**src/rtl/alu_reg_if.sv**
```systemverilog
// alu_reg_if: operand/opcode request and registered result bundle for alu_reg
interface alu_reg_if #(parameter int WIDTH = 32);
    logic [WIDTH-1:0] a;
    logic [WIDTH-1:0] b;
    logic [2:0]       aluop;
    logic             in_valid;
    logic [WIDTH-1:0] c;
    logic             zero;
    logic             overflow;
    logic             out_valid;
    modport master (output a, b, aluop, in_valid, input c, zero, overflow, out_valid);
    modport slave (input a, b, aluop, in_valid, output c, zero, overflow, out_valid);
endinterface

```
**src/rtl/alu_reg.sv**
```systemverilog
// alu_reg: six-op ALU with a single registered result/flag stage
module alu_reg #(parameter int WIDTH = 32) (
    input logic clk,
    input logic reset,
    alu_reg_if.slave bus
);
    localparam int SW = $clog2(WIDTH);
    logic [SW-1:0]    sh;
    logic [WIDTH-1:0] sra;
    logic [WIDTH-1:0] r;
    logic             ovf;
    assign sh = bus.b[SW-1:0];
    // kept out of the ternary chain so the shift stays in signed context
    assign sra = $signed(bus.a) >>> sh;
    always_comb begin
        r = bus.aluop == 3'b000 ? bus.a + bus.b :
            bus.aluop == 3'b001 ? bus.a - bus.b :
            bus.aluop == 3'b010 ? bus.a & bus.b :
            bus.aluop == 3'b011 ? bus.a | bus.b :
            bus.aluop == 3'b100 ? bus.a >> sh :
            bus.aluop == 3'b101 ? sra : '0;
        ovf = (bus.aluop == 3'b000 && bus.a[WIDTH-1] == bus.b[WIDTH-1] && r[WIDTH-1] != bus.a[WIDTH-1]) ||
              (bus.aluop == 3'b001 && bus.a[WIDTH-1] != bus.b[WIDTH-1] && r[WIDTH-1] != bus.a[WIDTH-1]);
    end
    always_ff @(posedge clk or posedge reset) begin
        if (reset) begin
            bus.c         <= '0;
            bus.zero      <= 1'b1;
            bus.overflow  <= 1'b0;
            bus.out_valid <= 1'b0;
        end else begin
            bus.out_valid <= bus.in_valid;
            if (bus.in_valid) begin
                bus.c        <= r;
                bus.zero     <= r == '0;
                bus.overflow <= ovf;
            end
        end
    end
endmodule

```
**src/flat_wrapper.sv**
```systemverilog
// flat-port wrapper written by rule: the top's interface ports become plain ports
module alu_reg_flat 
#(parameter int WIDTH = 32)
  (clk, reset, bus_a, bus_b, bus_aluop, bus_in_valid, bus_c, bus_zero, bus_overflow, bus_out_valid);
  alu_reg_if #(.WIDTH(WIDTH)) bus_i ();
  input logic clk;
  input logic reset;
  input wire logic [$bits(bus_i.a)-1:0] bus_a;
  input wire logic [$bits(bus_i.b)-1:0] bus_b;
  input wire logic [$bits(bus_i.aluop)-1:0] bus_aluop;
  input wire logic [$bits(bus_i.in_valid)-1:0] bus_in_valid;
  output wire logic [$bits(bus_i.c)-1:0] bus_c;
  output wire logic [$bits(bus_i.zero)-1:0] bus_zero;
  output wire logic [$bits(bus_i.overflow)-1:0] bus_overflow;
  output wire logic [$bits(bus_i.out_valid)-1:0] bus_out_valid;
  assign bus_i.a = bus_a;
  assign bus_i.b = bus_b;
  assign bus_i.aluop = bus_aluop;
  assign bus_i.in_valid = bus_in_valid;
  assign bus_c = bus_i.c;
  assign bus_zero = bus_i.zero;
  assign bus_overflow = bus_i.overflow;
  assign bus_out_valid = bus_i.out_valid;
  alu_reg #(.WIDTH(WIDTH)) u_core (.clk(clk), .reset(reset), .bus(bus_i));
endmodule
```
**config.mk**
```make
export PLATFORM = sky130hd
export DESIGN_NAME = alu_reg_flat
export DESIGN_NICKNAME = d
export VERILOG_FILES = /design/src/rtl/alu_reg_if.sv /design/src/rtl/alu_reg.sv /design/src/flat_wrapper.sv
export SDC_FILE = /design/constraint.sdc
export NUM_CORES = 1
export LEC_CHECK = 0
export CAP_MARGIN = 25
export CORE_MARGIN = 1
export CORE_UTILIZATION = 60
export CTS_BUF_LIST = sky130_fd_sc_hd__clkbuf_4 sky130_fd_sc_hd__clkbuf_8
export CTS_CLUSTER_DIAMETER = 150
export DETAILED_ROUTE_END_ITERATION = 6
export HOLD_SLACK_MARGIN = 0.03
export PLACE_DENSITY = 0.85
export SLEW_MARGIN = 10
export SYNTH_ARGS = -nofsm -noshare
export SYNTH_HDL_FRONTEND = slang
export SYNTH_SLANG_ARGS = --single-unit
export TNS_END_PERCENT = 30
```
**constraint.sdc**
```tcl
create_clock -name clk -period 1.39 [get_ports clk]
set_input_delay 0.278 -clock clk [delete_from_list [all_inputs] [get_ports clk]]
set_output_delay 0.278 -clock clk [all_outputs]
set_load 0.01 [all_outputs]
```
==> results of run 1 <==
==> Yosys cell counts, drive strengths merged (15+ instances only) <==
| library cell | n | area share (%) |
|---|---|---|
| and2 | 15 | 1.0 |
| buf | 36 | 2.5 |
| o211ai | 20 | 1.8 |
| dfrtp | 34 | 9.4 |
| a31oi | 16 | 1.1 |
| mux2 | 27 | 3.4 |
| nor3 | 35 | 2.0 |
| nand2b | 25 | 1.7 |
| nor2 | 138 | 5.8 |
| nand3 | 20 | 1.1 |
| a21o | 19 | 1.6 |
| nor2b | 17 | 1.2 |
| ha | 95 | 13 |
| nand2 | 81 | 3.4 |
| a21oi | 113 | 6.3 |
| mux4 | 20 | 5.1 |
| a211oi | 20 | 1.7 |
| o21ai | 81 | 4.5 |
| clkbuf | 51 | 2.1 |
| mux2i | 37 | 4.1 |
| inv | 95 | 3.9 |
==> through the flow <==
stage	utilization, %	area [sq um]
global placement	92.6	13600
detailed placement	92.6	13600
floorplan	-	9250
==> kinds of logic after synthesis <==
logic type,after synthesis,synth area share (%)
multiplexers,84,12.6
AND/OR/NAND/NOR,385,20.5
adder cells (fa/ha/maj),97,13.6
AO/OA/AOI/OAI,433,33.0
buffers and inverters,186,8.75
flip-flops,35,9.70
XOR/XNOR,19,1.84
==> summary.md, run 1 <==
| Metric | Value |
|---|---|
| Die span in y | `125 um` |
| Dpl ws | `-3040 ps` |
| Die width | `125 um` |
| Fail Step | `clock tree synthesis` |
| Total CTS buffers | `5` |
| Clock sink total | `35` |
| CTS Buffer Depth | `2` |
| Tool error | `[ERROR DPL-0038] Utilization greater than 100%, impossible to legalize` |
| DP HPWL | `39.8 mm` |
| # resized after CTS | `531` |
| Sequential cell area fraction in the yosys report | `9.70%` |
| H-tree levels | `2` |
| Asr flop ratio synth | `100%` |
| Gpl congestion | `1.18` |
| CTS Hold Bufs | `0` |
| Post-CTS setup buffers | `72` |
| Port buffer count | `104` |
| Syn_nets | `1406` |
| Mean Syn Cell Area | `7.30 sq um` |
| EDFF count, synth | `0` |
| #FFs+latches synth | `35` |
| Outcome | `stopped before the end` |
| Starting Density | `61.7%` |
| Synth Warn # | `0` |
| Synth Cell Area | `9040 sq um` |
| Io pins | `105` |
| # placed instances | `1903` |
| Synth unique cells | `97` |
| Top_reg_cell synth | `dfrtp_1` |
| Mapped Cells | `1239` |
| Root buf cell | `clkbuf_8` |
| Row cnt | `44` |
==> run 2, diff against run 1 <==
- CORE_UTILIZATION: 60 -> 40
- CTS_BUF_LIST: sky130_fd_sc_hd__clkbuf_4 sky130_fd_sc_hd__clkbuf_8 -> default
- CTS_CLUSTER_DIAMETER: 150 -> default
- HOLD_SLACK_MARGIN: 0.03 -> default
- PLACE_DENSITY: 0.85 -> default
- PLACE_DENSITY_LB_ADDON: default -> 0.15
==> run 2 against run 1 <==
Compared with the run above:
- the flow now finishes, with violations (DRC, setup timing)
- synthesized cell count unchanged
- synthesized area unchanged
==> summary.md, run 2 <==
| Metric | Value |
|---|---|
| Outcome | `complete, but fails checks` |
| Failing checks | `DRC, setup timing` |
| Fmax | `0.299 GHz` |
| Synth unique cells | `97 (unchanged)` |
| M1 GR Usage | `53.0%` |
| Syn_nets | `1406 (unchanged)` |
| WL final | `49.1 mm` |
| Dominant cell by count in the synthesized netlist | `nor2_1` |
| Final worst slack | `-1950 ps` |
| Sw Ratio | `43.6%` |
| Remaining DRCs | `4` |
| Levels on crit path | `17` |
| Max-Cap Viols | `0` |
| Tcrit/Tclk final | `240%` |
| Row cnt | `54 (+23%)` |
| Asr flop ratio synth | `100% (unchanged)` |
| Io pins | `105 (unchanged)` |
| #FFs+latches synth | `35 (unchanged)` |
| Worst path max stage delay | `580 ps` |
| TritonRoute pass-1 iters | `7` |
| Logic gate share of total power | `73.5%` |
| Max_slew headroom | `56.3%` |
| EDFF count, synth | `0 (unchanged)` |
| Cell Int Power | `5.27 mW` |
| Crit end category | `flop` |
| Area growth syn-to-layout | `76.9%` |
| Clock share of power | `13.1%` |
| Psw | `4.07 mW` |
| Cell family with most CP delay | `compound AO/OA/AOI/OAI gates` |
| Dpl ws | `-2900 ps (+141 ps)` |
| Clock skew | `0 ps` |
| Fin Setup TNS | `-42650 ps` |
| Met3 Use GR | `5.20%` |
| # diodes | `0` |
| Starting Density | `41.2% (-21 points)` |
| Antenna viol nets, final | `0` |
| CTS Hold Bufs | `0 (unchanged)` |
| Sequential cell area fraction in the yosys report | `9.70% (unchanged)` |
| Filler Cell Count | `1773` |
| Worst setup SP type | `input port` |
| Main area contributors after synthesis | `ha_1, dfrtp_1, a21oi_1` |
| Busiest grt layer | `met2` |
| Critical Path Source | `bus_b[4]` |
| Number of global-route vias before repair | `12433` |
| Crit path max-delay cell type | `or4_4` |
| Final hold vios | `0` |
| Fin crit period | `3340 ps` |
| Gpl congestion | `1.04 (-12%)` |
| RSZ-0062 raised after global routing | `true` |
| Vias | `12618` |
| Pwr per Cell Area | `584 nW/um^2` |
| Tightest Pin Transition | `654 ps` |
| Maximum vdd drop | `0.547 mV` |
| Top_reg_cell synth | `dfrtp_1` |
| Cell breakdown of the critical path | `buf_8 > inv_8 > buf_4 > ha_4 > buf_4 > a21oi_1 > buf_4 > a2111oi_4 > buf_4 > o2111ai_1 > o311ai_2 > xnor2_1 > o221ai_1 > or4_4 > nor4_2 > nand4_1 > o41ai_2` |
| Fin util | `72.8%` |
| Crit path buf inv count | `6` |
| H-tree levels | `2 (unchanged)` |
| Slew Limit Fails | `0` |
| Die span in y | `152 um (+22%)` |
| Synth Cell Area | `9040 sq um (unchanged)` |
| Tightest Hold Check Type | `input port to asynchronous set/reset pin` |
| CTS Buffer Depth | `2 (unchanged)` |
| Critical Path AT | `3530 ps` |
| Total CTS buffers | `5 (unchanged)` |
| Die Footprint | `23200 sq um` |
| Share of cells above drive strength 1 | `49.5%` |
| Clock slew at reported path FFs | `60 ps` |
| Clock sink total | `35 (unchanged)` |
| Max FFs per register | `32` |
| M2 GR Usage | `68.1%` |
| Mean Syn Cell Area | `7.30 sq um (unchanged)` |
| Top cell type's share of synthesized area | `13.1% (unchanged)` |
| Total Power | `9.33 mW` |
| Worst reg2reg startpoint | `u_core.bus.overflow` |
| Sequential share of power | `13.4%` |
| FF-to-FF path depth | `2` |
| First-pass GRT wire length | `74.3 mm` |
| Largest area contributor in the netlist | `ha_1` |
| GRT Util Overall | `41.6%` |
| Iter 0 DRT Violations | `1264` |
| Commonest non-fill, non-tap cells in the layout | `buf_4, nor2_1, a21oi_1` |
| Top cells by count, synth | `nor2_1, a21oi_1, ha_1, inv_1, nand2_1` |
| Mapped Cells | `1239 (unchanged)` |
| Commonest non-fill, non-tap cell in the layout | `buf_4` |
| Initial antenna violation count | `1` |
| Setup violators final | `34` |
| Synth Warn # | `0 (unchanged)` |
| Root buf cell | `clkbuf_16` |
| Wirelength per Cell | `23.5 um` |
| CTS tree | `built` |
| Lkg Pwr | `7.34 nW` |
| Core box area | `22000 sq um` |
| Top cell by count, worst path | `buf_4` |
| Biggest register | `u_core.bus.c` |
| Nets | `1973` |
| Crit-path max FO | `8` |
| Drt via density | `6.05` |
| CP required | `1580 ps` |
| Largest net degree at the start of global routing | `54` |
| Die width | `152 um (+22%)` |
| DP HPWL | `38.3 mm (-3.6%)` |
| Total congestion overflow | `0` |
| Port buffer count | `104 (unchanged)` |
| CP Class | `input port to flop` |
| Clock latency on the worst-skew pair | `280 ps` |
-- run 2: cell counts after synthesis --
No cell type changed its count.
-- run 2: metrics by stage --
| step | hold WS, ps | instances | instance area, sq um |
|---|---|---|---|
| after detailed placement | 495 | 2030 | 13900 |
| after floorplan | 309 | 1239 | 9250 |
| final | 343 | 2087 | 16000 |
| after global routing | 363 | 2087 | 16000 |
| after CTS | 351 | 2078 | 15700 |
| after global placement | 490 | 2030 | 13900 |
-- run 2: power groups by stage --
| stage | logic (mW) | registers, mW | clock network, mW |
|---|---|---|---|
| finish | 6.86 | 1.25 | 1.22 |
| global placement | 5.70 | 1.26 | 0 |
| global route | 7.21 | 1.27 | 1.29 |
| detailed placement | 5.74 | 1.27 | 0 |
| CTS | 6.48 | 1.25 | 1.23 |
| floorplan | 2.59 | 1.34 | 0 |
-- run 2: kinds of logic after synthesis --
kind of cell	after synthesis	share of synthesized area, %
flip-flops	35	9.70
buffers and inverters	186	8.75
AND/OR/NAND/NOR	385	20.5
multiplexers	84	12.6
AO/OA/AOI/OAI	433	33.0
adder cells (fa/ha/maj)	97	13.6
XOR/XNOR	19	1.84
-- run 2: tightest hold or removal path, stage by stage --
cell	delay, ps
clkdlybuf4s50_1	400
inv_1	90
buf_12	220
-- run 2: worst paths after layout --
kind / to / slack, ps
worst max register to register: u_core.bus.overflow / 540
max in group asynchronous: u_core.bus.zero / 780
worst min-delay path: u_core.bus.c[4] / 340
min in group clk: u_core.bus.c[14] / 500
worst max-delay path: u_core.bus.zero / -1950
worst min register to register: u_core.bus.c[14] / 500
-- run 2: layer usage --
metal  wire length (um)  up-vias
li1                   -     5760
met1              19700     6022
met2              22300      665
met3               3730      171
met4               3350        0
met5                  0        -
-- run 2: what timing repair did --
| action | CTS | global route |
|---|---|---|
| pin swaps | 114 | 57 |
| buffers inserted | 50 | 15 |
| hold endpoints to repair | 0 | 0 |
| gates resized for setup | 501 | 74 |
| cloned | 1 | 0 |
| endpoints found under the setup margin | 69 | 35 |
-- run 2: area by class of cell --
class / count / area [sq um] / area share [%]
multi-input combinational: 1018 / 8890 / 55.6
timing repair buffer: 647 / 5300 / 33.1
sequential: 35 / 877 / 5.48
inverter: 99 / 420 / 2.63
tap: 280 / 350 / 2.19
clock buffer: 8 / 156 / 0.978
Note: power is estimated with default switching activity, not from simulation.
